$ cat config.mk
export PLATFORM = sky130hd
export DESIGN_NAME = serial_comparator
export DESIGN_NICKNAME = d
export VERILOG_FILES = /design/src/rtl/cmp_pkg.sv /design/src/rtl/cmp_digit.sv /design/src/rtl/serial_comparator.sv
export SDC_FILE = /design/constraint.sdc
export NUM_CORES = 1
export LEC_CHECK = 0
export ABC_CLOCK_PERIOD_IN_PS = 3900
export CAP_MARGIN = 15
export CORE_ASPECT_RATIO = 0.6
export CORE_MARGIN = 5
export CORE_UTILIZATION = 41
export CTS_CLUSTER_DIAMETER = 100
export DETAILED_ROUTE_END_ITERATION = 16
export GPL_ROUTABILITY_DRIVEN = 0
export PLACE_DENSITY = 0.67
export SKIP_LAST_GASP = 1
export SLEW_MARGIN = 20
export SYNTH_ARGS = -nofsm -noshare
export SYNTH_HDL_FRONTEND = slang
export SYNTH_HIERARCHICAL = 1
export SYNTH_SLANG_ARGS = --single-unit
$ cat constraint.sdc
create_clock -name clk -period 3.9 [get_ports clk]
set_input_delay 0.78 -clock clk [delete_from_list [all_inputs] [get_ports clk]]
set_output_delay 0.78 -clock clk [all_outputs]
set_load 0.05 [all_outputs]
$ cat src/rtl/cmp_pkg.sv
// Shared types for the serial comparator: FSM state encoding and result encoding.
package cmp_pkg;

  typedef enum logic {
    IDLE = 1'b0,
    RUN  = 1'b1
  } state_t;

  typedef enum logic [1:0] {
    EQ = 2'd0,
    GT = 2'd1,
    LT = 2'd2
  } result_t;

endpackage

$ cat src/rtl/cmp_digit.sv
// Combinational DIGIT-wide unsigned magnitude comparator.
module cmp_digit #(
  parameter int DIGIT = 4
) (
  input  logic [DIGIT-1:0] a,
  input  logic [DIGIT-1:0] b,
  output logic             eq,
  output logic             gt,
  output logic             lt
);

  assign eq = (a == b);
  assign gt = (a > b);
  assign lt = (a < b);

endmodule

$ cat src/rtl/serial_comparator.sv
// Digit-serial magnitude comparator, MSB digit first, with early exit on the
// first differing digit. Supports unsigned and two's-complement ordering.
module serial_comparator
  import cmp_pkg::*;
#(
  parameter int WIDTH = 16,
  parameter int DIGIT = 4,
  localparam int NDIG = WIDTH / DIGIT,
  localparam int CW   = $clog2(NDIG) + 1
) (
  input  logic             clk,
  input  logic             rst,
  input  logic             start,
  input  logic             signed_mode,
  input  logic [WIDTH-1:0] a,
  input  logic [WIDTH-1:0] b,
  output logic             busy,
  output logic             done,
  output logic             eq,
  output logic             gt,
  output logic             lt,
  output logic [CW-1:0]    cycles,
  output logic             fsm_state
);

  localparam int IW = (NDIG > 1) ? $clog2(NDIG) : 1;
  localparam logic [IW-1:0] TOP = IW'(NDIG - 1);

  if ((DIGIT < 1) || ((WIDTH % DIGIT) != 0)) begin : g_bad_cfg
    $error("serial_comparator: WIDTH (%0d) must be a positive multiple of DIGIT (%0d)",
           WIDTH, DIGIT);
  end

  state_t           state, state_nxt;
  logic [WIDTH-1:0] a_q, b_q;
  logic             sgn_q;
  logic [IW-1:0]    idx;
  logic [CW-1:0]    cnt;

  logic [DIGIT-1:0] da, db;
  logic             d_eq, d_gt, d_lt;
  result_t          res;
  logic             finish;

  // In signed mode the sign bit lives in the top digit; flipping it maps
  // two's-complement ordering onto unsigned ordering.
  always_comb begin
    da = a_q[idx*DIGIT +: DIGIT];
    db = b_q[idx*DIGIT +: DIGIT];
    if (sgn_q && (idx == TOP)) begin
      da[DIGIT-1] = ~da[DIGIT-1];
      db[DIGIT-1] = ~db[DIGIT-1];
    end
  end

  cmp_digit #(.DIGIT(DIGIT)) u_digit (
    .a  (da),
    .b  (db),
    .eq (d_eq),
    .gt (d_gt),
    .lt (d_lt)
  );

  always_comb begin
    res = LT;
    if (d_eq)      res = EQ;
    else if (d_gt) res = GT;
  end

  assign finish = (state == RUN) && ((res != EQ) || (idx == '0));

  always_comb begin
    state_nxt = state;
    case (state)
      IDLE:    if (start) state_nxt = RUN;
      RUN:     if (finish) state_nxt = IDLE;
      default: state_nxt = IDLE;
    endcase
  end

  always_ff @(posedge clk) begin
    if (rst) begin
      state  <= IDLE;
      a_q    <= '0;
      b_q    <= '0;
      sgn_q  <= 1'b0;
      idx    <= '0;
      cnt    <= '0;
      done   <= 1'b0;
      eq     <= 1'b0;
      gt     <= 1'b0;
      lt     <= 1'b0;
      cycles <= '0;
    end else begin
      state <= state_nxt;
      done  <= 1'b0;
      case (state)
        IDLE: begin
          if (start) begin
            a_q   <= a;
            b_q   <= b;
            sgn_q <= signed_mode;
            idx   <= TOP;
            cnt   <= '0;
          end
        end
        RUN: begin
          cnt <= cnt + CW'(1);
          if (finish) begin
            eq     <= (res == EQ);
            gt     <= (res == GT);
            lt     <= (res == LT);
            cycles <= cnt + CW'(1);
            done   <= 1'b1;
          end else begin
            idx <= idx - IW'(1);
          end
        end
        default: ;
      endcase
    end
  end

  assign busy      = (state == RUN);
  assign fsm_state = state;

endmodule

# ---- Yosys cells after proc, flatten, opt, wreduce, memory -nomap -nowiden
# Cells that the tools add are included.
dict set report op_classes {
  n_addsub 2
  magnitude_cmp 1
  eq_ne 6
  n_shift 2
  muxes 13
  bitwise 3
  reduce_logical 10
}
# cell n
set op_table {}
lappend op_table {{$shiftx A16 B5 Y4} 2}
lappend op_table {{$mux W2} 4}
lappend op_table {{$pmux W3 S2} 1}
lappend op_table {{$reduce_and A2 Y1} 3}
lappend op_table {{$mux W1} 5}
lappend op_table {{$eq A2 B2 Y1 const B} 2}
lappend op_table {{$eq A4 B4 Y1} 1}
lappend op_table {{$gt A4 B4 Y1} 1}
lappend op_table {{$logic_not A2 Y1} 2}
lappend op_table {{$ne A2 B2 Y1 const B} 2}
lappend op_table {{$pmux W2 S2} 1}
lappend op_table {{$add A3 B1 Y3 const B} 1}
lappend op_table {{$mux W3} 1}
lappend op_table {{$not A1 Y1} 3}
lappend op_table {{$eq A2 B1 Y1 const B} 1}
lappend op_table {{$logic_and A1 B1 Y1} 2}
lappend op_table {{$pmux W1 S2} 1}
lappend op_table {{$reduce_bool A2 Y1} 1}
lappend op_table {{$reduce_or A2 Y1} 1}
lappend op_table {{$sub A2 B1 Y2 const B} 1}
lappend op_table {{$logic_or A1 B1 Y1} 1}
dict set report word_totals {
  ff_bits 46
  input_bits 36
  out_inout_bits 9
  word_cells 48
}

# ---- Depth between registers and ports, before layout
dict set report logic_depth {
  depth_word 11
  mapped_depth 10
}

# ---- Cells and area by module
# The synthesis kept the hierarchy.
# mod n_inst cells_per_inst area_each_um2 seq_area_each_um2
set by_module_without_submodules {}
lappend by_module_without_submodules {serial_comparator 1 218 1926.8 920.9}
lappend by_module_without_submodules {cmp_digit 1 16 128.9 0.0}

# ---- Least setup slack after synthesis
# OpenSTA, ideal clock, no wires.
dict set report synth_timing {
  path_type {register -> register}
  from {register idx[0]}
  to {register idx[1]}
  setup_time_ps 95
  t_arrival_ps 2209
  t_required_ps 3805
  path_slack_ps 1595
  stages_incl_launch_ff 11
  path_buffers 1
  path_cell_list {dfxtp_1 -> buf_6 -> mux4_2 -> xnor2_1 -> inv_1 -> ha_1 -> nand2_1 -> nor2_1 -> and3b_1 -> nor2_1 -> a221oi_1}
}
dict set report synth_via {
  elab_cells_between_ends 21
  cone_classes {1 x add/sub; 1 x order compare; 3 x eq/ne; 2 x shift; 6 x mux; 2 x bitwise; 6 x reduce/logical}
}
# item line_no
set synth_lines {}
lappend synth_lines {{start, declared} serial_comparator.sv:37} ;# logic [IW-1:0] idx;
lappend synth_lines {{start signal, assigned} serial_comparator.sv:116} ;# idx <= idx - IW'(1);
lappend synth_lines {{$shiftx A16 B5 Y4 or $eq A2 B2 Y1 (tied branches)} {serial_comparator.sv:49, serial_comparator.sv:50}}
lappend synth_lines {{$not A1 Y1 or $logic_and A1 B1 Y1 (tied branches)} {serial_comparator.sv:52, serial_comparator.sv:50}}
lappend synth_lines {{$mux W1 *} serial_comparator.sv:50} ;# if (sgn_q && (idx == TOP)) begin
lappend synth_lines {{via db[3]} serial_comparator.sv:40} ;# logic [DIGIT-1:0] da, db;
lappend synth_lines {{$eq A4 B4 Y1 *} cmp_digit.sv:12} ;# assign eq = (a == b);
lappend synth_lines {{via d_eq} serial_comparator.sv:41} ;# logic d_eq, d_gt, d_lt;
lappend synth_lines {{$mux W2 *} serial_comparator.sv:66} ;# if (d_eq) res = EQ;
lappend synth_lines {{$reduce_bool A2 Y1 *} serial_comparator.sv:70} ;# assign finish = (state == RUN) && ((res != EQ) || (idx == '0));
lappend synth_lines {{$logic_or A1 B1 Y1 *} serial_comparator.sv:70}
lappend synth_lines {{$logic_and A1 B1 Y1 *} serial_comparator.sv:70}
lappend synth_lines {{$ne A2 B2 Y1 (no source line) *} n/a}
lappend synth_lines {{$reduce_and A2 Y1 (no source line) *} n/a}
# The timed path passes the listed nets; every way through them passes the cells marked *. The select of a mux whose other input is x is not followed.
# A chain may end at the register's enable or synchronous reset.

# ---- Final worst setup path
dict set report layout_timing {
  from {register idx[0]}
  to {register cycles[0]}
}
dict set report layout_via {
  elab_cells_between_ends 17
  cone_classes {1 x order compare; 2 x eq/ne; 2 x shift; 4 x mux; 2 x bitwise; 6 x reduce/logical}
}
# item line_no
set layout_lines {}
lappend layout_lines {{$shiftx A16 B5 Y4 or $eq A2 B2 Y1 (tied branches)} {serial_comparator.sv:49, serial_comparator.sv:50}}
lappend layout_lines {{$not A1 Y1 or $logic_and A1 B1 Y1 (tied branches)} {serial_comparator.sv:52, serial_comparator.sv:50}}
lappend layout_lines {{$mux W1 *} serial_comparator.sv:50}
lappend layout_lines {{via db[3]} serial_comparator.sv:40}
lappend layout_lines {{$eq A4 B4 Y1 *} cmp_digit.sv:12}
lappend layout_lines {{via d_eq} serial_comparator.sv:41}
lappend layout_lines {{$mux W2 *} serial_comparator.sv:66}
lappend layout_lines {{$reduce_bool A2 Y1 *} serial_comparator.sv:70}
lappend layout_lines {{$logic_or A1 B1 Y1 *} serial_comparator.sv:70}
lappend layout_lines {{$logic_and A1 B1 Y1 *} serial_comparator.sv:70}
lappend layout_lines {{$reduce_and A2 Y1 (no source line) *} n/a}
lappend layout_lines {{end signal, assigned} serial_comparator.sv:113} ;# cycles <= cnt + CW'(1);
lappend layout_lines {{end, declared} serial_comparator.sv:22} ;# output logic [CW-1:0] cycles,
# The timed path passes the listed nets; every way through them passes the cells marked *.

==> results by group <==
Status
  – Run status: finished, final reports clean

Floorplan
  – Die footprint: 6560 sq um
  – Number of primary I/O pins: 45
  – Die Y-Extent: 64.8 um
  – Number of rows in the core area: 19
  – Die Span X: 101 um
  – Placeable core area: 4710 sq um
  – Initial Util: 43.5%

Critical path
  – Startpoint class of the critical path: register
  – Endpoint of the most critical register-to-register path: cycles[0]$_SDFFE_PP0P_
  – Startpoint of the worst register-to-register path: idx[0]$_SDFFE_PP0P_
  – Classification of the worst setup path: register to register
  – Number of cells on the worst reg-to-reg path: 9
  – CP max-delay cell: sky130_fd_sc_hd__dfxtp_1
  – Crit end category: register
  – Required time at the worst-slack endpoint: 4.05 ns
  – Largest stage delay, worst path: 0.64 ns
  – Number of buffer and inverter stages on the critical path: 1
  – Family of cells with the greatest summed delay on the critical path: simple AND/OR/NAND/NOR gates
  – Data arrival at the endpoint of the critical path: 2.92 ns
  – Cell-by-cell trace of the critical path: mux4_2 -> xnor2_1 -> inv_1 -> ha_1 -> nand2_1 -> nor2_1 -> nor2b_1 -> or3_1 -> a21oi_1
  – Launch point of the critical path: idx[0]$_SDFFE_PP0P_
  – Flop-to-flop setup slack: 1.12 ns
  – Crit-path max FO: 11

Global routing
  – Largest net degree at the start of global routing: 34
  – Number of antenna violations at the first check in global routing: 0
  – Total routing usage reported by global routing: 14.0%
  – Number of global-route vias before repair: 1,572
  – Wire length of the first global-routing pass: 7320 um
  – Overflow left after global routing: 0

STA
  – Number of hold violations in the final report: 0
  – RSZ-0062 raised after global routing: false
  – Setup violation total in the final timing report: 0
  – Transition time at the pin with the least slew margin: 0.878 ns
  – Worst slew slack as a fraction of its limit: 41.3%
  – Total count of max-transition violations in the final report: 0
  – Shortest clock period the worst path allows after layout: 2.78 ns
  – Fraction of the cycle the final worst path needs: 71.2%
  – Setup clock skew after layout: 0.00493 ns
  – Max Fclk: 0.360 GHz
  – Total negative slack: 0 ns
  – Worst slack on hold paths: 0.455 ns

Routing
  – Detailed-routing iteration count for the pre-antenna-repair pass: 4
  – Final ANT Viol Nets: 0
  – Routed wire per std cell: 13.1 um
  – Via/cell ratio: 4.91
  – Vias: 1,639
  – DRT iter0 DRCs: 57
  – Post-route DRC violation count: 0
  – Total length of routed wires: 4390 um

Clocking
  – Clock-pin slew on the worst setup and hold paths: 0.08 ns
  – Buffer cell driving the clock tree root: sky130_fd_sc_hd__clkbuf_8
  – Buffers from clock root to sink, at most: 2
  – Inserted Clock Buffers: 5
  – CTS sink cnt: 46
  – Setup bufs post-CTS: 0
  – Resized Gates After CTS: 0
  – Total number of H-tree levels: 2
  – Hold-fix buffers at CTS: 0
  – CTS tree: built
  – Insertion delay to the later sink of the worst-skew pair: 0.30 ns

Placed design
  – DP HPWL: 3170 um
  – Count of buffers inserted at the top-level ports: 44

Pwr
  – Pwr/cell area: 413 nW/um^2
  – Switching power of the nets: 0.000306 W
  – Maximum ir drop on the vdd rail: 198 uV
  – Part of the power in registers: 49.5%
  – Clock power share: 27.7%
  – Int Power: 0.000764 W
  – Part of the total power dissipated in combinational logic: 22.8%
  – Static Leakage: 1.00 nW
  – Switch share: 28.6%

Finish
  – # nets final: 313
  – Signed area change from the synthesized netlist to the final layout: 26.4%
  – Filler cell count: 459
  – Number of diodes: 0
  – Share of cells above drive strength 1: 6.27%

Worst hold path
  – Type of the most critical hold path: register to register
  – Endpoint of the worst hold path: b_q[13]$_SDFFE_PP0P_
  – Cells on Worst Hold Path: 2
  – Worst min-delay path startpoint: b_q[13]$_SDFFE_PP0P_

Yosys
  – Post-Syn Area: 2050 sq um
  – Total nets after synthesis: 276
  – Avg Inst Size Synth: 8.80 sq um
  – Cell count after synthesis: 233
  – Yosys warns: 6

Run
  – Number of maximum-capacitance constraint violations: 0
[sequential cells by signal, indices dropped and copies added, names as in the netlist]
register,count
done,1
busy,1
cycles,3
cnt,3
lt,1
sgn_q,1
b_q,16
gt,1
idx,2
a_q,16
eq,1
[per-stage QoR]
step / utilization (%) / total power (W) / cell area (sq um) / cells / setup WS, ns
3_5_place_dp: 53.1 / 0.000785 / 2500 / 326 / 1.15
2_1_floorplan: - / 0.000706 / 2050 / 233 / 1.60
4_1_cts: 55.1 / 0.00108 / 2590 / 334 / 1.10
6_report: 55.1 / 0.00107 / 2590 / 334 / 1.12
3_3_place_gp: 53.1 / 0.000780 / 2500 / 326 / 1.19
5_1_grt: 55.1 / 0.00113 / 2590 / 334 / 0.837
[worst max-delay path by stage]
stage	end	slack [ns]	depth (start not counted)
after floorplan	idx[1]$_SDFFE_PP0P_	1.60	10
after global placement	cycles[0]$_SDFFE_PP0P_	1.19	9
after detailed placement	cycles[0]$_SDFFE_PP0P_	1.15	9
after CTS	cycles[0]$_SDFFE_PP0P_	1.10	9
after global routing	lt$_SDFFE_PP0P_	0.84	9
final	cycles[0]$_SDFFE_PP0P_	1.12	9
[power groups by stage]
stage	clock (W)	combinational (W)	sequential, W
after floorplan	0	0.000154	0.000553
after global placement	0	0.000241	0.000540
after detailed placement	0	0.000245	0.000541
after CTS	0.000306	0.000246	0.000530
after global routing	0.000327	0.000268	0.000536
final	0.000297	0.000244	0.000530
[tightest hold or removal path: cells and delay by family, from the launching register on]
kind / cells / cell delay, ns
AOI/OAI and AO/OA: 1 / 0.05
DFF: 1 / 0.31
and+or+nand+nor: 1 / 0.05
[layout by cell type (no fill, tap or decap), types with 2 or more instances in the layout]
cell,n
sky130_fd_sc_hd__clkbuf_8,6
sky130_fd_sc_hd__nor2b_1,3
sky130_fd_sc_hd__inv_1,7
sky130_fd_sc_hd__dfxtp_1,46
sky130_fd_sc_hd__ha_1,7
sky130_fd_sc_hd__nand2_1,70
sky130_fd_sc_hd__nor3_1,2
sky130_fd_sc_hd__nor2_1,6
sky130_fd_sc_hd__buf_4,3
sky130_fd_sc_hd__mux4_2,2
sky130_fd_sc_hd__nand2b_1,3
sky130_fd_sc_hd__a21oi_1,43
sky130_fd_sc_hd__mux4_1,6
sky130_fd_sc_hd__clkdlybuf4s50_1,44
sky130_fd_sc_hd__o21ai_0,5
sky130_fd_sc_hd__xnor2_1,3
[layer usage]
metal  GRT usage (%)  routed length, um
met1            20.4               2300
met2            19.8               1810
met3            4.39                233
met4            4.48                 43
met5               0                  0
[layout make-up]
| cell class | instances | area [sq um] | area share (%) |
|---|---|---|---|
| well taps | 63 | 78.8 | 3.04 |
| inverters | 7 | 26.3 | 1.01 |
| clock inverters | 1 | 5.00 | 0.193 |
| repair buffers | 47 | 463 | 17.9 |
| clock buffers | 7 | 86.3 | 3.33 |
| multi-input cells | 163 | 1010 | 39.0 |
| flip-flops and latches | 46 | 921 | 35.5 |
(Power assumes the default switching activity.)
